**src/rtl/traffic_pkg.sv**
```systemverilog
// Shared encodings for the traffic light controller and its input stages.
// Light codes are one-hot; debounce states are 2-bit.
package traffic_pkg;

  localparam logic [2:0] LIGHT_GREEN  = 3'b100;
  localparam logic [2:0] LIGHT_YELLOW = 3'b010;
  localparam logic [2:0] LIGHT_RED    = 3'b001;

  typedef enum logic [1:0] {
    DB_LOW      = 2'd0,
    DB_CHK_HIGH = 2'd1,
    DB_HIGH     = 2'd2,
    DB_CHK_LOW  = 2'd3
  } db_state_t;

endpackage

```
**src/rtl/sensor_debounce.sv**
```systemverilog
// Loop-sensor synchroniser and debounce FSM.
// arrive is combinational: high in the cycle whose edge raises sensor_db.
module sensor_debounce
  import traffic_pkg::*;
#(
  parameter int DEBOUNCE_CYC = 4
) (
  input  logic clk,
  input  logic rst,
  input  logic sensor_raw,
  output logic sensor_db,
  output logic arrive
);

  localparam logic [3:0] DB_N = 4'(DEBOUNCE_CYC);

  logic      s1, sync_q;
  db_state_t state, state_n;
  logic [3:0] stab, stab_n, stab_inc;
  logic      db_n;

  assign stab_inc = stab + 4'd1;

  always_ff @(posedge clk) begin
    if (rst) begin
      s1        <= 1'b0;
      sync_q    <= 1'b0;
      state     <= DB_LOW;
      stab      <= 4'd0;
      sensor_db <= 1'b0;
    end else begin
      s1        <= sensor_raw;
      sync_q    <= s1;
      state     <= state_n;
      stab      <= stab_n;
      sensor_db <= db_n;
    end
  end

  always_comb begin
    state_n = state;
    stab_n  = stab;
    db_n    = sensor_db;
    arrive  = 1'b0;
    unique case (state)
      DB_LOW: begin
        if (sync_q) begin
          if (DB_N == 4'd1) begin
            state_n = DB_HIGH;
            stab_n  = 4'd0;
            db_n    = 1'b1;
            arrive  = 1'b1;
          end else begin
            state_n = DB_CHK_HIGH;
            stab_n  = 4'd1;
          end
        end
      end
      DB_CHK_HIGH: begin
        if (!sync_q) begin
          state_n = DB_LOW;
          stab_n  = 4'd0;
        end else if (stab_inc == DB_N) begin
          state_n = DB_HIGH;
          stab_n  = 4'd0;
          db_n    = 1'b1;
          arrive  = 1'b1;
        end else begin
          stab_n = stab_inc;
        end
      end
      DB_HIGH: begin
        if (!sync_q) begin
          if (DB_N == 4'd1) begin
            state_n = DB_LOW;
            stab_n  = 4'd0;
            db_n    = 1'b0;
          end else begin
            state_n = DB_CHK_LOW;
            stab_n  = 4'd1;
          end
        end
      end
      DB_CHK_LOW: begin
        if (sync_q) begin
          state_n = DB_HIGH;
          stab_n  = 4'd0;
        end else if (stab_inc == DB_N) begin
          state_n = DB_LOW;
          stab_n  = 4'd0;
          db_n    = 1'b0;
        end else begin
          stab_n = stab_inc;
        end
      end
    endcase
  end

endmodule

```
**src/rtl/lr_car_detector.sv**
```systemverilog
// Local-road car queue: counts debounced arrivals, drains on green.
// Simultaneous arrival and departure cancel out.
module lr_car_detector
  import traffic_pkg::*;
#(
  parameter int DEBOUNCE_CYC = 4,
  parameter int PASS_CYC     = 2,
  parameter int MAX_CARS     = 7
) (
  input  logic                             clk,
  input  logic                             rst,
  input  logic                             sensor_raw,
  input  logic [2:0]                       lr_light,
  output logic                             lr_has_car,
  output logic [$clog2(MAX_CARS+1)-1:0]    car_count,
  output logic                             sensor_db,
  output logic                             overflow
);

  localparam int         CW     = $clog2(MAX_CARS + 1);
  localparam logic [3:0] PASS_N = 4'(PASS_CYC);
  localparam logic [CW-1:0] MAX_N = CW'(MAX_CARS);

  logic          arrive, depart, green, busy, at_max;
  logic [3:0]    pass_t, pass_n, pass_inc;
  logic [CW-1:0] count_n;
  logic          ovf_n;

  sensor_debounce #(
    .DEBOUNCE_CYC(DEBOUNCE_CYC)
  ) u_db (
    .clk       (clk),
    .rst       (rst),
    .sensor_raw(sensor_raw),
    .sensor_db (sensor_db),
    .arrive    (arrive)
  );

  assign green    = lr_light == LIGHT_GREEN;
  assign busy     = car_count != '0;
  assign at_max   = car_count == MAX_N;
  assign pass_inc = pass_t + 4'd1;
  assign depart   = green && busy && pass_inc == PASS_N;

  always_comb begin
    pass_n  = pass_inc;
    count_n = car_count;
    ovf_n   = overflow;
    if (!green || !busy || depart) pass_n = 4'd0;
    if (arrive && !depart) begin
      if (at_max) ovf_n = 1'b1;
      else        count_n = car_count + 1'b1;
    end else if (depart && !arrive) begin
      count_n = car_count - 1'b1;
    end
  end

  always_ff @(posedge clk) begin
    if (rst) begin
      pass_t     <= 4'd0;
      car_count  <= '0;
      overflow   <= 1'b0;
      lr_has_car <= 1'b0;
    end else begin
      pass_t     <= pass_n;
      car_count  <= count_n;
      overflow   <= ovf_n;
      lr_has_car <= count_n != '0;
    end
  end

endmodule
```
**config.mk**
```make
export PLATFORM = sky130hd
export DESIGN_NAME = lr_car_detector
export DESIGN_NICKNAME = d
export VERILOG_FILES = /design/src/rtl/traffic_pkg.sv /design/src/rtl/sensor_debounce.sv /design/src/rtl/lr_car_detector.sv
export SDC_FILE = /design/constraint.sdc
export NUM_CORES = 1
export LEC_CHECK = 0
export CAP_MARGIN = 15
export CORE_MARGIN = 1
export CORE_UTILIZATION = 50
export CTS_CLUSTER_SIZE = 25
export DETAILED_ROUTE_END_ITERATION = 6
export PLACE_DENSITY = 0.73
export SYNTH_ARGS = -nofsm -noshare
export SYNTH_HDL_FRONTEND = slang
export SYNTH_SLANG_ARGS = --single-unit
```
**constraint.sdc**
```tcl
create_clock -name clk -period 4.49 [get_ports clk]
set_input_delay 0.449 -clock clk [delete_from_list [all_inputs] [get_ports clk]]
set_output_delay 0.449 -clock clk [all_outputs]
set_load 0.02 [all_outputs]
```
==> results list, run 1 <==
* Outcome: complete, no violations
* Clock latency on the worst-skew pair: about 300 ps
* Primary FF master, synth: sky130_fd_sc_hd__dfxtp_1
* Total half-perimeter wirelength after legalization and detailed placement: 1.423 mm
- The tightest min-delay check is of the register to register type.
- In the routed design, unresolved DRC markers number 0.
- Worst EP arrival: 2330 ps
- Tightest Pin Transition: ~690 ps
- Horizontal die dimension: 46.60 um
* Number of gates resized after CTS: 0
- Number of enable flip-flop cells after synthesis: 0
- Routed wire length per instance: roughly 13 um
- Setup violations remaining at the end of the flow were counted as 0.
* Worst Setup End Kind: register
- After clock tree synthesis, the clock-pin slew on the worst setup and hold paths is approximately 100 ps.
- Critical Setup Path Class: register to register
* Mean instance size in the synthesized netlist: 9.043 um^2
- Synthesis-stage register bit count: 18
- Startpoint of the most critical register-to-register path: u_db.stab[0]$_SDFFE_PP0P_
* Most frequent cells after synthesis: sky130_fd_sc_hd__dfxtp_1 (18), sky130_fd_sc_hd__nor2_1 (14), sky130_fd_sc_hd__nand2_1 (8)
- Along the worst path, the maximum fanout reaches 7.
- In this run the standard cell core region covers 1802 um^2.
- Timing analysis after detailed placement gives a worst setup slack of approximately 2300 ps.
- The critical path crosses 7 cells after its start point.
- Clock tree from TritonCTS: done
- For this design, the slowest cell found on the critical path is sky130_fd_sc_hd__dfxtp_1.
- Area of the mapped netlist: 994.7 um^2
- Routed wire length: roughly 2.0 mm
- Entering global routing, the biggest net connects 17 pins.
* Vias in the first global route: 776
- The net count of the finished layout is 137.
* Critical register-to-register path endpoint: lr_has_car$_SDFF_PP0_
- CTS Root Buffer Type: sky130_fd_sc_hd__clkbuf_4
* Layout Skew: roughly 2 ps
- Startpoint kind of the worst setup timing path: register
- Post-CTS Hold Fix Bufs: 0
- The final route contains 823 vias.
- Worst-case clock buffer depth: 2
* First-pass GRT wire length: 3.222 mm
- Capturing element of the worst setup path: lr_has_car$_SDFF_PP0_
- Vertical die dimension: between 40 and 50 um
- Number of port buffers: 11
- For the final routed database, the setup TNS stands at 0 ps.
- Fraction of post-synthesis cell area in the top cell type by area: a little over a third
* R2r setup slk: between 2000 and 2500 ps
- Number of unique standard cell types used by synthesis: 38
- The number of nets handed over by synthesis was 123.
* Area leader, netlist: sky130_fd_sc_hd__dfxtp_1
- The number of cells on the worst reg-to-reg path is 7.
- Cells taking the most area after synthesis: sky130_fd_sc_hd__dfxtp_1 (36%), sky130_fd_sc_hd__ha_1 (8.8%), sky130_fd_sc_hd__nor2_1 (5.3%)
* Number of max-cap violations: 0
- Cell family with the largest share of critical-path delay: compound AO/OA/AOI/OAI gates
- met2 is the most crowded layer.
* GR Util met1: between 20% and 30%
- Timing would allow up to between 400 and 500 MHz.
- Met3 demand-to-capacity share in global routing: between 5 and 6%
- Ordered list of cells on the worst path: ha_1, and2b_1, a32o_2, and3_4, o21ai_0, a311oi_1, a211o_1
- The congestion estimate from routability-driven global placement came to about 0.85.
- Fraction of synthesis flops using an asynchronous set or reset pin: 0%
- Starting DRC count in detailed routing: 13
- Sw Share: a little over a fifth
* Rel. slew slack: 54.10%
- Summing the sequential cell areas from Yosys gives a little over a third of the chip area.
- The critical path contains buffers and inverters numbering 0 combined.
* Ratio of routed vias to standard cells: 5.561
- STA puts the critical path data required time at 4690 ps.
* Post CTS Setup Buffer Count: 0
- Layout cells sized above 1: between 10% and 20%
- PwrDens: 236.5 nW/um^2
* Antenna diode instance count: 0
* Static Leak: between 0.4 and 0.5 nW
- The die covers 2172 um^2.
- Top-count cell post-synth: sky130_fd_sc_hd__dfxtp_1
- Number of clock sinks: 18
- The pre-antenna-repair detailed-routing pass consisted of 4 iterations.
- Synthesis produced 110 cells.
* Final setup slack of the worst path: 2363 ps
- In the global route stage, overall resource usage came out at about a fifth.
* YS warnings: 0
- The floorplan has 15 rows.
* Internal power: approximately 0.00022 W
- TritonCTS buffer count: 3
* Share of total power in sequential cells: 59.4%
* Area added between synthesis and finish: 16.98%
- VDD IR-drop max: around 250 uV
- The number of antenna violations at the first check in global routing came to 0.
* Slew Limit Fails: 0
- Post-route clock period utilization: 47.36%
- Once the floorplan was initialized, standard cells occupied a little under three fifths of the core.
- Origin of the worst setup path: u_db.stab[0]$_SDFFE_PP0P_
- CTS built an H-tree with a depth of 1.
- IO Count: 12
* Clock power share: 36.7%
- Antenna violation net count after detailed routing: 0
- Sw power: a little under 0.00006 W
* Critical Path Max Stage Delay: ~480 ps
- Unrepaired setup endpoints after global routing: false
- Gate power share: 3.9%
* Grt ovf: 0
- M2 GR Usage: 36.11%
* Final count of hold timing violations: 0
- The clock period could shrink to between 2000 and 2500 ps.
==> sequential cells by signal, indices dropped and copies added (netlist names), named ones only <==
name and cells:
u_db.state 1, lr_has_car 1, u_db.sensor_db 1, u_db.s1 1, pass_t 4, overflow 1
car_count 3, u_db.stab 4, u_db.sync_q 1
==> routing by layer <==
| metal | share of wire (%) | vias up |
|---|---|---|
| met3 | 3.0 | 2 |
| li1 | - | 415 |
| met1 | 50 | 394 |
| met4 | 0.77 | 0 |
| met2 | 46 | 12 |
| met5 | 0 | - |
==> worst register-to-register path, cell delays in order, from the launching register on <==
cell	delay (ps)
sky130_fd_sc_hd__dfxtp_1	480
sky130_fd_sc_hd__ha_1	230
sky130_fd_sc_hd__and2b_1	200
sky130_fd_sc_hd__a32o_2	300
sky130_fd_sc_hd__and3_4	210
sky130_fd_sc_hd__o21ai_0	170
sky130_fd_sc_hd__a311oi_1	150
sky130_fd_sc_hd__a211o_1	300
==> how the worst min path moves through the flow <==
| stage | start | to | slack (ps) | cells past startpoint |
|---|---|---|---|---|
| global placement | u_db.s1$_SDFF_PP0_ | u_db.sync_q$_SDFF_PP0_ | 420 | 1 |
| floorplan | u_db.s1$_SDFF_PP0_ | u_db.sync_q$_SDFF_PP0_ | 410 | 1 |
| finish | u_db.s1$_SDFF_PP0_ | u_db.sync_q$_SDFF_PP0_ | 450 | 1 |
| global route | u_db.s1$_SDFF_PP0_ | u_db.sync_q$_SDFF_PP0_ | 480 | 1 |
| detailed placement | u_db.s1$_SDFF_PP0_ | u_db.sync_q$_SDFF_PP0_ | 430 | 1 |
| CTS | u_db.s1$_SDFF_PP0_ | u_db.sync_q$_SDFF_PP0_ | 460 | 1 |
==> layout by cell type, fill, tap and decap left out, drive strengths merged, types with 3 or more instances in the layout <==
cell type / instances
o21ai: 5
dfxtp: 18
nor2: 14
nand3: 7
inv: 4
nand2: 8
nor3: 6
clkbuf: 4
nor2b: 4
xnor2: 3
nand4: 3
clkdlybuf4s50: 11
ha: 7
==> per-stage QoR <==
step	std cells	total power, W	hold slack (ps)	area, um^2	util, %
after floorplan	110	0.0001709	413.8	994.7	-
after global placement	144	0.0001772	422.1	1127	62.57
after detailed placement	144	0.0001776	433.0	1127	62.57
after CTS	148	0.0002758	456.5	1164	64.58
after global routing	148	0.0002837	477.5	1164	64.58
final	148	0.0002752	449.8	1164	64.58
==> kinds of logic after synthesis <==
family,count (synthesis),synth area share (%)
adder cells (fa/ha/maj),7,8.805
flip-flops,18,36.23
AO/OA/AOI/OAI,20,16.73
buffers and inverters,6,2.389
XOR/XNOR,5,4.403
AND/OR/NAND/NOR,52,28.18
multiplexers,2,3.270
==> area by class of cell <==
cell class | instances | area, um^2
Clock buffer | 4 | 36.28
Fill cell | 158 | 638.1
Inverter | 4 | 15.01
Multi-Input combinational cell | 86 | 610.6
Sequential cell | 18 | 360.3
Tap cell | 25 | 31.28
Timing Repair Buffer | 11 | 110.1
==> power groups by stage <==
stage	registers, W	logic (W)	clock network (W)
6_report	0.000163	0.0000108	0.000101
4_1_cts	0.000163	0.0000107	0.000102
2_1_floorplan	0.000166	0.00000488	0
3_3_place_gp	0.000167	0.0000104	0
3_5_place_dp	0.000167	0.0000106	0
5_1_grt	0.000164	0.0000119	0.000108
Note: power is estimated with default switching activity, not from simulation.
==> run 2: changes to the inputs <==
CORE_UTILIZATION = 48   (was 50)
clock period = 1.7 ns   (was 4.49 ns; I/O delays follow)
==> run 2 against run 1 <==
  * Clock-buffer cell count did not move
  * The run now ends with negative setup slack left
  * Combinational power increased to 4.0 times the previous value
  * Critical path type unchanged
  * Die area is 4.0% higher
  * Cell count rose by 18%
==> results list, run 2 (synthesized netlist as in run 1, its figures left out) <==
* Outcome: finished with violations (was complete, no violations)
- The final reports fail on negative setup slack.
* Startpoint of the most critical register-to-register path: u_db.stab[0]$_SDFFE_PP0P_ (unchanged)
- Final setup violation count: 8 (was 0)
* Ordered list of cells on the worst path: ha_4, and2b_1, a32o_2, nand4_1, a221oi_2, a311oi_1, a211o_1 (was ha_1, and2b_1, a32o_2, and3_4, o21ai_0, a311oi_1, a211o_1)
- Rel. slew slack: 65.59% (was 54.10%)
- R2r setup slk: -210 ps (was 2360 ps)
- The highest metal layer with signal wires was met4 (unchanged).
- The maximum vdd drop was 508.7 uV (was 245.5 uV).
- The share of post-route cells with drive strength above 1 is 40.82% (was 11.38%).
* Tightest Hold Check Type: input port to register (was register to register)
* Vertical die dimension: 47.52 um (was 46.60 um)
- The instance area at placement is 1326 um^2 (was 1127 um^2).
- The depth of the worst register-to-register path is 7 (unchanged).
- Horizontal die dimension: 47.52 um (was 46.60 um)
- The number of antenna diodes was 0 (unchanged).
- The maximum number of pins on one net before global-route repair was 11 (was 17).
- Reg area: 382.9 um^2 (was 360.3 um^2)
* Routed wire length: 2.643 mm (was 1.957 mm)
* Unrepaired setup endpoints after global routing: true (was false)
* Number of vias after detailed routing: 948 (was 823)
- Final core utilization: 78.25% (was 64.58%)
* CP required: 1890 ps (was 4690 ps)
- The met1 wire length came to 1.145 mm (was 981 um).
- Tightest Pin Transition: 514.5 ps (was 686.3 ps)
- The worst stage delay on the critical path was 370 ps (was 480 ps).
* Critical Setup Path Class: register to register (unchanged)
* PwrDens: 473.6 nW/um^2 (was 236.5 nW/um^2)
* Pre-antenna DRT Iters: 4 (unchanged)
- The worst setup slack after layout is -211.4 ps (was 2363 ps).
- IO Count: 12 (unchanged)
- The slowest cell on the critical path is sky130_fd_sc_hd__dfxtp_4 (was sky130_fd_sc_hd__dfxtp_1).
- Total number of placement rows: 16 (was 15)
* Multi-input combinational cell area: 762.0 um^2 (was 610.6 um^2)
* Worst-case clock buffer depth: 2 (unchanged)
* Number of remaining DRC errors: 0 (unchanged)
* Post-route clock period utilization: 112.4% (was 47.36%)
* Layout Skew: 1.224 ps (was 1.983 ps)
- The number of max-slew violations in the final report was 0 (unchanged).
* Startpoint kind of the worst setup timing path: register (unchanged)
* Final #Nets: 161 (was 137)
- Vias in the first global route: 891 (was 776)
- Number of max-cap violations: 0 (unchanged)
- The latest clock arrival within the worst-skew pair is 290 ps (was 300 ps).
* H-tree depth reported by CTS: 1 (unchanged)
* Most common cell after layout, fill and taps aside: sky130_fd_sc_hd__buf_4 (was sky130_fd_sc_hd__dfxtp_1)
- TritonCTS buffer count: 3 (unchanged)
- The total of fill cells in the finished design was 136 (was 158).
- Antenna violation net count after detailed routing: 0 (unchanged)
- CTS Root Buffer Type: sky130_fd_sc_hd__clkbuf_4 (unchanged)
* Static Leak: 0.6024 nW (was 0.4457 nW)
- The sink count of the clock tree came to 18 (unchanged).
* Worst hold path depth: 2 (was 1)
- Worst EP arrival: 2100 ps (was 2330 ps)
* Grt ovf: 0 (unchanged)
- Die area: 2258 um^2 (was 2172 um^2)
- The relative area change from synthesis to final layout came to 54.34% (was 16.98%).
* First-pass GRT wire length: 3.677 mm (was 3.222 mm)
- The overall track demand over capacity in global routing is 23.20% (was 21.16%).
- The clock-pin slew reported for the worst setup and hold paths after clock tree synthesis was 100 ps (about the same).
* Ratio of routed vias to standard cells: 5.448 (was 5.561)
- The number of DRC markers after the initial detailed-route iteration is 11 (was 13).
- Met3 WL: 60 um (was 58 um)
* Final count of hold timing violations: 0 (unchanged)
- Total half-perimeter wirelength after legalization and detailed placement: 1.728 mm (was 1.423 mm)
- Stages on worst setup path: 7 (unchanged)
- The worst flop-to-flop path endpoint was lr_has_car$_SDFF_PP0_ (unchanged).
- The family with the most delay on the worst path was compound AO/OA/AOI/OAI gates (unchanged).
- Wire length on met2: 1.424 mm (was 902 um)
* Hold Crit Endpoint: u_db.s1$_SDFF_PP0_ (was u_db.sync_q$_SDFF_PP0_)
- GP Congestion: 0.8347 (was 0.8529)
- Routed wire length per instance: 15.19 um (was 13.22 um)
* Antenna violations before repair: 0 (unchanged)
* Core area: 1962 um^2 (was 1802 um^2)
- Fin crit period: 1911 ps (was 2127 ps)
- Post-CTS Hold Fix Bufs: 0 (unchanged)
- The timing-limited maximum frequency is 523.2 MHz (was 470.2 MHz).
- The maximum fanout along the worst path is 5 (was 7).
* Number of buffer and inverter instances along the worst setup path: 0 (unchanged)
- Layout Cell Area excl Fill: 1535 um^2 (was 1164 um^2)
- Biggest registers after layout: pass_t (4), u_db.stab (4), car_count (3) (unchanged)
* PnR Total Power: 0.0007271 W (was 0.0002752 W)
- The start point of the worst hold path is sensor_raw (was u_db.s1$_SDFF_PP0_).
* Number of port buffers: 11 (unchanged)
* Worst Setup End Kind: register (unchanged)
- Commonest cells after routing, fill and taps aside: sky130_fd_sc_hd__buf_4 (20), sky130_fd_sc_hd__nor2_1 (12), sky130_fd_sc_hd__dfxtp_1 (12) (was sky130_fd_sc_hd__dfxtp_1 (18), sky130_fd_sc_hd__nor2_1 (14), sky130_fd_sc_hd__clkdlybuf4s50_1 (11))
* Clock tree from TritonCTS: done (unchanged)
* Hold_ws: 422.2 ps (was 449.8 ps)
- The initial standard-cell utilization of the core came to 50.70% (was 55.21%).
[run 2: cell count changes in the layout (fill, tap and decap cells not counted), moves of 3 or more]
cell / delta
sky130_fd_sc_hd__buf_4: +20
sky130_fd_sc_hd__nor3_4: +3
sky130_fd_sc_hd__buf_6: +4
sky130_fd_sc_hd__dfxtp_1: -6
sky130_fd_sc_hd__dfxtp_4: +6
sky130_fd_sc_hd__o21ai_0: -4
sky130_fd_sc_hd__nor3_1: -3
sky130_fd_sc_hd__o21ai_1: +3
[run 2: stage by stage]
stage | cells | setup WS [ps] | TNS (ps)
2_1_floorplan | 110 | -41.24 | -41.24
3_3_place_gp | 165 | -94.13 | -158.0
3_5_place_dp | 165 | -170.9 | -355.2
4_1_cts | 170 | -156.9 | -244.7
5_1_grt | 174 | -311.0 | -1404
6_report | 174 | -211.4 | -779.3
[run 2: how the worst max path moves through the flow]
stage          slack (ps)                 startpoint                    end
5_1_grt              -310  u_db.stab[0]$_SDFFE_PP0P_  lr_has_car$_SDFF_PP0_
3_3_place_gp          -90  u_db.stab[0]$_SDFFE_PP0P_  lr_has_car$_SDFF_PP0_
4_1_cts              -160  u_db.stab[0]$_SDFFE_PP0P_  lr_has_car$_SDFF_PP0_
3_5_place_dp         -170  u_db.stab[0]$_SDFFE_PP0P_  lr_has_car$_SDFF_PP0_
6_report             -210  u_db.stab[0]$_SDFFE_PP0P_  lr_has_car$_SDFF_PP0_
2_1_floorplan         -40  u_db.stab[0]$_SDFFE_PP0P_  lr_has_car$_SDFF_PP0_
[run 2: layout make-up]
cell class / instances / share of cell area [%]
Multi-Input combinational cell: 86 / 49.63
Tap cell: 27 / 2.200
Clock buffer: 4 / 2.363
Inverter: 4 / 0.9780
Sequential cell: 18 / 24.94
Timing Repair Buffer: 35 / 19.89
[run 2: worst reg2reg max path, cell delays in order (launching register included)]
cell	delay, ps
sky130_fd_sc_hd__dfxtp_4	370
sky130_fd_sc_hd__ha_4	150
sky130_fd_sc_hd__and2b_1	210
sky130_fd_sc_hd__a32o_2	250
sky130_fd_sc_hd__nand4_1	200
sky130_fd_sc_hd__a221oi_2	310
sky130_fd_sc_hd__a311oi_1	80
sky130_fd_sc_hd__a211o_1	240
[run 2: power breakdown]
| part | leakage (nW) | switching [W] | internal (W) |
|---|---|---|---|
| Sequential | 0.150 | 0.00000290 | 0.000417 |
| Combinational | 0.431 | 0.0000215 | 0.0000219 |
| Clock | 0.0210 | 0.000133 | 0.000130 |
| Total | 0.602 | 0.000158 | 0.000569 |
[run 2: timing repair]
| action | in CTS | in global routing |
|---|---|---|
| pin swaps | 2 | 7 |
| resized for setup | 9 | 23 |
| setup endpoints to repair | 6 | 9 |
| setup buffers | 1 | 4 |
[run 2: routing by layer]
layer | track usage [%] | vias to the layer above
met5 | 0 | -
met4 | 8.571 | 0
met3 | 4.906 | 2
met2 | 42.47 | 12
met1 | 26.21 | 468
li1 | - | 466
